`src/rtl/btn_pkg.sv`:
```
// Shared types and constants for the button state reader.
package btn_pkg;

    localparam int N_BTN_DEFAULT = 4;

    typedef enum logic [1:0] {
        ST_LOW  = 2'd0,
        ST_RISE = 2'd1,
        ST_HIGH = 2'd2,
        ST_FALL = 2'd3
    } deb_state_t;

endpackage

```
`src/rtl/btn_state_reader_if.sv`:
```
// Button-side bus: raw levels in, debounced state, edge pulses and sticky press events out.
interface btn_state_reader_if #(
    parameter int N_BTN = btn_pkg::N_BTN_DEFAULT
);
    logic [N_BTN-1:0] btn_in;
    logic [N_BTN-1:0] state_out;
    logic [N_BTN-1:0] press_pulse;
    logic [N_BTN-1:0] release_pulse;
    logic [N_BTN-1:0] evt_press;
    logic             evt_valid;
    logic             evt_ack;

    modport master (
        output btn_in,
        output evt_ack,
        input  state_out,
        input  press_pulse,
        input  release_pulse,
        input  evt_press,
        input  evt_valid
    );

    modport slave (
        input  btn_in,
        input  evt_ack,
        output state_out,
        output press_pulse,
        output release_pulse,
        output evt_press,
        output evt_valid
    );
endinterface

```
`src/rtl/btn_debounce_ch.sv`:
```
// One button channel: 2-flop synchroniser, four-state debounce FSM with a
// confirmation counter, and registered press/release pulses.
module btn_debounce_ch
    import btn_pkg::*;
#(
    parameter int DEBOUNCE_CYCLES = 1000000
) (
    input  logic clk,
    input  logic rst,
    input  logic btn_raw,
    output logic state,
    output logic press,
    output logic rel
);
    localparam int               CNT_W    = $clog2(DEBOUNCE_CYCLES);
    localparam logic [CNT_W-1:0] CNT_LAST = CNT_W'(DEBOUNCE_CYCLES - 1);
    localparam logic [CNT_W-1:0] CNT_ONE  = CNT_W'(1);

    logic             sync0;
    logic             sync1;
    deb_state_t       st_q;
    deb_state_t       st_d;
    logic [CNT_W-1:0] cnt_q;
    logic [CNT_W-1:0] cnt_d;
    logic             state_d;
    logic             press_d;
    logic             rel_d;

    always_ff @(posedge clk or posedge rst) begin
        if (rst) begin
            sync0 <= 1'b0;
            sync1 <= 1'b0;
        end else begin
            sync0 <= btn_raw;
            sync1 <= sync0;
        end
    end

    always_ff @(posedge clk or posedge rst) begin
        if (rst) begin
            st_q  <= ST_LOW;
            cnt_q <= '0;
            state <= 1'b0;
            press <= 1'b0;
            rel   <= 1'b0;
        end else begin
            st_q  <= st_d;
            cnt_q <= cnt_d;
            state <= state_d;
            press <= press_d;
            rel   <= rel_d;
        end
    end

    // The first opposite sample counts as 1, so acceptance lands on CNT_LAST.
    always_comb begin
        st_d    = st_q;
        cnt_d   = cnt_q;
        state_d = state;
        press_d = 1'b0;
        rel_d   = 1'b0;
        case (st_q)
            ST_LOW: begin
                if (sync1) begin
                    st_d  = ST_RISE;
                    cnt_d = CNT_ONE;
                end else begin
                    cnt_d = '0;
                end
            end
            ST_RISE: begin
                if (!sync1) begin
                    st_d  = ST_LOW;
                    cnt_d = '0;
                end else if (cnt_q == CNT_LAST) begin
                    st_d    = ST_HIGH;
                    cnt_d   = '0;
                    state_d = 1'b1;
                    press_d = 1'b1;
                end else begin
                    cnt_d = cnt_q + CNT_ONE;
                end
            end
            ST_HIGH: begin
                if (!sync1) begin
                    st_d  = ST_FALL;
                    cnt_d = CNT_ONE;
                end else begin
                    cnt_d = '0;
                end
            end
            ST_FALL: begin
                if (sync1) begin
                    st_d  = ST_HIGH;
                    cnt_d = '0;
                end else if (cnt_q == CNT_LAST) begin
                    st_d    = ST_LOW;
                    cnt_d   = '0;
                    state_d = 1'b0;
                    rel_d   = 1'b1;
                end else begin
                    cnt_d = cnt_q + CNT_ONE;
                end
            end
            default: begin
                st_d  = ST_LOW;
                cnt_d = '0;
            end
        endcase
    end
endmodule

```
`src/rtl/btn_state_reader.sv`:
```
// Debounced button state reader; define BTN_EVENT_LATCH_EN to build the
// sticky press-event register with its acknowledge handshake.
module btn_state_reader
    import btn_pkg::*;
#(
    parameter int N_BTN           = N_BTN_DEFAULT,
    parameter int DEBOUNCE_CYCLES = 1000000
) (
    input  logic                   clk,
    input  logic                   rst,
    btn_state_reader_if.slave      bus
);
    logic [N_BTN-1:0] state_vec;
    logic [N_BTN-1:0] press_vec;
    logic [N_BTN-1:0] rel_vec;

    for (genvar i = 0; i < N_BTN; i++) begin : g_ch
        btn_debounce_ch #(
            .DEBOUNCE_CYCLES(DEBOUNCE_CYCLES)
        ) u_ch (
            .clk    (clk),
            .rst    (rst),
            .btn_raw(bus.btn_in[i]),
            .state  (state_vec[i]),
            .press  (press_vec[i]),
            .rel    (rel_vec[i])
        );
    end

    assign bus.state_out     = state_vec;
    assign bus.press_pulse   = press_vec;
    assign bus.release_pulse = rel_vec;

`ifdef BTN_EVENT_LATCH_EN
    logic [N_BTN-1:0] evt_q;

    // A press in the same cycle as an acknowledge survives the clear.
    always_ff @(posedge clk or posedge rst) begin
        if (rst) begin
            evt_q <= '0;
        end else begin
            evt_q <= press_vec | (bus.evt_ack ? '0 : evt_q);
        end
    end

    assign bus.evt_press = evt_q;
    assign bus.evt_valid = |evt_q;
`else
    logic unused_evt_ack;

    assign unused_evt_ack = bus.evt_ack;
    assign bus.evt_press  = '0;
    assign bus.evt_valid  = 1'b0;
`endif
endmodule

```
`src/flat_wrapper.sv`:
```
// flat-port wrapper written by rule: the top's interface ports become plain ports
module btn_state_reader_flat import btn_pkg::*;
#(
    parameter int N_BTN           = N_BTN_DEFAULT,
    parameter int DEBOUNCE_CYCLES = 1000000
)
  (clk, rst, bus_btn_in, bus_evt_ack, bus_state_out, bus_press_pulse, bus_release_pulse, bus_evt_press, bus_evt_valid);
  btn_state_reader_if #(.N_BTN(N_BTN)) bus_i ();
  input  logic clk;
  input  logic rst;
  input wire logic [$bits(bus_i.btn_in)-1:0] bus_btn_in;
  input wire logic [$bits(bus_i.evt_ack)-1:0] bus_evt_ack;
  output wire logic [$bits(bus_i.state_out)-1:0] bus_state_out;
  output wire logic [$bits(bus_i.press_pulse)-1:0] bus_press_pulse;
  output wire logic [$bits(bus_i.release_pulse)-1:0] bus_release_pulse;
  output wire logic [$bits(bus_i.evt_press)-1:0] bus_evt_press;
  output wire logic [$bits(bus_i.evt_valid)-1:0] bus_evt_valid;
  assign bus_i.btn_in = bus_btn_in;
  assign bus_i.evt_ack = bus_evt_ack;
  assign bus_state_out = bus_i.state_out;
  assign bus_press_pulse = bus_i.press_pulse;
  assign bus_release_pulse = bus_i.release_pulse;
  assign bus_evt_press = bus_i.evt_press;
  assign bus_evt_valid = bus_i.evt_valid;
  btn_state_reader #(.N_BTN(N_BTN), .DEBOUNCE_CYCLES(DEBOUNCE_CYCLES)) u_core (.clk(clk), .rst(rst), .bus(bus_i));
endmodule
```
`config.mk`:
```
export PLATFORM = sky130hd
export DESIGN_NAME = btn_state_reader_flat
export DESIGN_NICKNAME = d
export VERILOG_FILES = /design/src/rtl/btn_pkg.sv /design/src/rtl/btn_state_reader_if.sv /design/src/rtl/btn_debounce_ch.sv /design/src/rtl/btn_state_reader.sv /design/src/flat_wrapper.sv
export SDC_FILE = /design/constraint.sdc
export NUM_CORES = 1
export LEC_CHECK = 0
export CAP_MARGIN = 25
export CORE_ASPECT_RATIO = 1.1
export CORE_UTILIZATION = 60
export DETAILED_ROUTE_END_ITERATION = 10
export GPL_TIMING_DRIVEN = 0
export PLACE_DENSITY_LB_ADDON = 0.1
export SLEW_MARGIN = 20
export SYNTH_ARGS = -nofsm -noshare
export SYNTH_HDL_FRONTEND = slang
export SYNTH_SLANG_ARGS = --single-unit
```
`constraint.sdc`:
```
create_clock -name clk -period 7.5 [get_ports clk]
set_input_delay 1.5 -clock clk [delete_from_list [all_inputs] [get_ports clk]]
set_output_delay 1.5 -clock clk [all_outputs]
set_load 0.01 [all_outputs]
```
==> impl_summary.log <==
INFO  metric total_of_cells_resized_after_clock_tree_synthesis = 0
INFO  metric timing.critical_path.required = 6.00 ns
INFO  metric num-fill-cells = 681
INFO  metric io_buffer_count = 17
INFO  metric final-setup-viol-count = 0
INFO  metric timing.final.hold_violations = 0
INFO  metric num-nets-final = 562
INFO  metric period_minus_slack = 2.875 ns
INFO  metric post_synth_inst_count = 518
INFO  metric hold-path-endpoint = u_core.g_ch[0].u_ch.sync1$_DFF_PP0_
INFO  metric synth_enable_flop_cells = 0
INFO  metric whs = 0.3612 ns
INFO  metric cts_post_setup_buffers_inserted = 0
INFO  metric layout_common_cells = 108 x dfrtp_1, 66 x nor2_1, 33 x xnor2_1
INFO  metric max-cap-violations = 0
INFO  metric rrSetupSlack = 5.19 ns
INFO  metric cts_num_sinks = 108
INFO  metric routed-via-count = 3794
INFO  metric clock_latency = 0.37 ns
INFO  metric tritoncts = yes
INFO  metric worst_hold_path.num_cells = 0
INFO  metric slew_headroom = 0.5664
INFO  metric cts-root-buf = clkbuf_8
INFO  metric timing.hold.worst.start = u_core.g_ch[0].u_ch.sync0$_DFF_PP0_
INFO  metric drt-wirelength-per-cell = 13.90 um
INFO  metric worstSetupStartpointType = flop
INFO  metric synth_seq_cells = 108
INFO  metric layout-drive-gt1-share = 0.1025
INFO  metric htree_num_levels = 3
INFO  metric dp_slack = 4.902 ns
INFO  metric gr-max-usage-layer = met2
INFO  metric outcome = finished, final reports clean
INFO  metric synth_cell_types = 42
INFO  metric antenna-diode-count = 0
INFO  metric vias_per_cell = 5.688
INFO  metric global_route.usage.met2 = 0.3811
INFO  metric regArea = 0.002703 mm^2
INFO  metric cts-hold-fix-buffers = 0
INFO  metric clk_path_buf_depth = 2
INFO  metric slew_viol_final = 0
INFO  metric count_of_unresolved_drc_violations_after_routing = 0
INFO  metric r2r-end = u_core.g_ch[2].u_ch.cnt_q[12]$_DFF_PP0_
INFO  metric grt_pass1_vias = 3764
INFO  metric reg2reg_from = u_core.g_ch[2].u_ch.cnt_q[0]$_DFF_PP0_
INFO  metric rows = 35
INFO  metric worstHoldPathType = reg -> reg
INFO  metric min_period_over_period = 0.3833
INFO  metric rsz0062_at_grt = false
INFO  metric tns_setup = 0 ns
INFO  metric initial_core_util = 0.6176
INFO  metric maximum_number_of_pins_on_one_net_before_global_route_repair = 66
INFO  metric cp_top_family = buffers and inverters
INFO  metric worst_path_max_fanout = 3
INFO  metric synth_seq_area_share = 0.5205
INFO  metric finClkSkew = 0.01587 ns
INFO  metric final_antenna_net_count = 0
INFO  metric met3_track_demand_over_resource = 0.03058
INFO  metric critPathMaxStageDelay = 0.52 ns
INFO  metric power.density_cell_area = 168.4 mW/mm^2
INFO  metric multi_input_area = 0.002236 mm^2
INFO  metric clock_buffer_count_from_cts = 9
INFO  metric grt_first_pass_wirelength = 16720 um
INFO  metric clk_transition_reported_paths = 0.10 ns
INFO  metric worstRegToRegCells = 8
INFO  metric core_utilization_of_the_finished_layout = 0.6815
INFO  metric worst_path_cell_trace = buf_4 > clkdlybuf4s50_1
INFO  metric place_hpwl = 6506 um
INFO  metric overflow = 0
INFO  metric io-pin-count = 24
INFO  metric antenna_violations_before_repair = 0
INFO  metric timing_worst_setup_path_type = reg -> out
INFO  metric detail_route.wirelength = 9274 um
INFO  metric die-area = 0.009031 mm^2
INFO  metric tightest_slew = 0.6414 ns
INFO  metric static-leakage-power = 2.307 nW
INFO  metric cp.buffers_inverters = 2
INFO  metric globalRouteMet1Util = 0.3091
INFO  metric power.ir.vdd_worst = 0.0001116 V
INFO  metric synth.avg_cell_area = 10.02 um^2
INFO  metric gr-usage-all-layers = 0.2305
INFO  metric commonest_non_fill_non_tap_cell_in_the_layout = dfrtp_1
INFO  metric crit_path_top_delay_cell = clkdlybuf4s50_1
INFO  metric ys_warn_count = 0
INFO  metric postLayoutSetupSlackWorst = 4.625 ns
INFO  metric critPathArrivalTime = 1.37 ns
INFO  metric die-height = 99.57 um
INFO  metric die_width = 90.70 um
INFO  metric critical_path_end_type = output port
INFO  metric post_synth_instance_area = 0.005192 mm^2
INFO  metric async_set_or_reset_flop_fraction_in_the_synthesized_netlist = 1.000
INFO  metric area_delta_synth_final = 10.36%
INFO  metric maximum_frequency_from_static_timing_analysis = 347.9 MHz
INFO  metric final_replace_weighted_congestion = 0.8541
INFO  metric detailedRoute.firstIterationViolations = 167
INFO  metric detailedRoute.firstPassIterationCount = 4
INFO  metric main_synth_ff_type = dfrtp_1
INFO  metric floorplan.core_area = 0.008408 mm^2
-- through the flow --
step / power, mW / area, um^2 / std cells
2_1_floorplan: 0.6309 / 5207 / 522
3_3_place_gp: 0.6411 / 5517 / 650
3_5_place_dp: 0.6449 / 5549 / 651
4_1_cts: 0.9775 / 5731 / 667
5_1_grt: 1.004 / 5731 / 667
6_report: 0.9650 / 5731 / 667
-- how the worst max path moves through the flow --
stage / startpoint / endpoint / slack (ns) / cells past startpoint
after global placement: rst / u_core.g_ch[1].u_ch.cnt_q[16]$_DFF_PP0_ / 1.70 / 2
after detailed placement: rst / u_core.g_ch[2].u_ch.cnt_q[10]$_DFF_PP0_ / 4.90 / 3
after floorplan: rst / asynchronous set/reset pin / 3.15 / 1
final: u_core.g_ch[0].u_ch.state$_DFFE_PP0P_ / bus_state_out[0] / 4.63 / 2
after global routing: u_core.g_ch[3].u_ch.state$_DFFE_PP0P_ / bus_state_out[3] / 4.57 / 2
after CTS: u_core.g_ch[3].u_ch.state$_DFFE_PP0P_ / bus_state_out[3] / 4.60 / 2
-- cell usage after synthesis (all sizes together) (5+ instances only) --
library cell | count | area share
dfrtp | 108 | 0.52
nor2 | 66 | 0.048
nand3 | 34 | 0.036
xnor2 | 33 | 0.056
nand2 | 28 | 0.020
buf | 27 | 0.035
a21oi | 22 | 0.021
xor2 | 21 | 0.035
inv | 20 | 0.014
nand4 | 19 | 0.023
or3 | 19 | 0.023
o21ai | 16 | 0.015
nor4 | 13 | 0.018
nor3 | 12 | 0.012
and4 | 8 | 0.013
or4 | 8 | 0.012
and3 | 7 | 0.0084
and2 | 6 | 0.0072
nor4b | 5 | 0.0084
o31ai | 5 | 0.0072
-- area by class of cell --
class	count	area share
Buffer	30	0.03384
Multi-Input combinational cell	364	0.3902
Clock inverter	7	0.01004
Inverter	20	0.01397
Timing Repair Buffer	18	0.03450
Tap cell	111	0.02424
Clock buffer	9	0.02162
Sequential cell	108	0.4716
-- power breakdown --
| part | switching [mW] | internal, mW | leakage, nW | total, mW |
|---|---|---|---|---|
| Sequential | 0.00615 | 0.588 | 1.47 | 0.594 |
| Clock | 0.207 | 0.126 | 0.0886 | 0.333 |
| Combinational | 0.0251 | 0.0129 | 0.746 | 0.0381 |
-- kinds of logic after synthesis --
family	share of synthesized area
buffers and inverters	0.05181
DFF	0.5205
and+or+nand+nor	0.2516
adders and majority gates	0.009639
muxes	0.008433
AOI/OAI and AO/OA	0.06627
other	0.0007222
xor gates and xnor gates	0.09109
-- state kept, by name (all words and copies together), names as in the netlist, named ones only --
register	flops
u_core.g_ch.u_ch.rel	4
u_core.g_ch.u_ch.sync0	4
u_core.g_ch.u_ch.st_q	4
u_core.g_ch.u_ch.press	4
u_core.g_ch.u_ch.sync1	4
u_core.g_ch.u_ch.cnt_q	80
u_core.g_ch.u_ch.state	4
-- layer usage --
| layer | up-vias | part of all wire |
|---|---|---|
| met3 | 11 | 0.028 |
| met2 | 68 | 0.49 |
| met4 | 0 | 0.015 |
| li1 | 1869 | - |
| met5 | - | 0 |
| met1 | 1846 | 0.47 |
No activity file was read; power rests on OpenSTA's default activity.
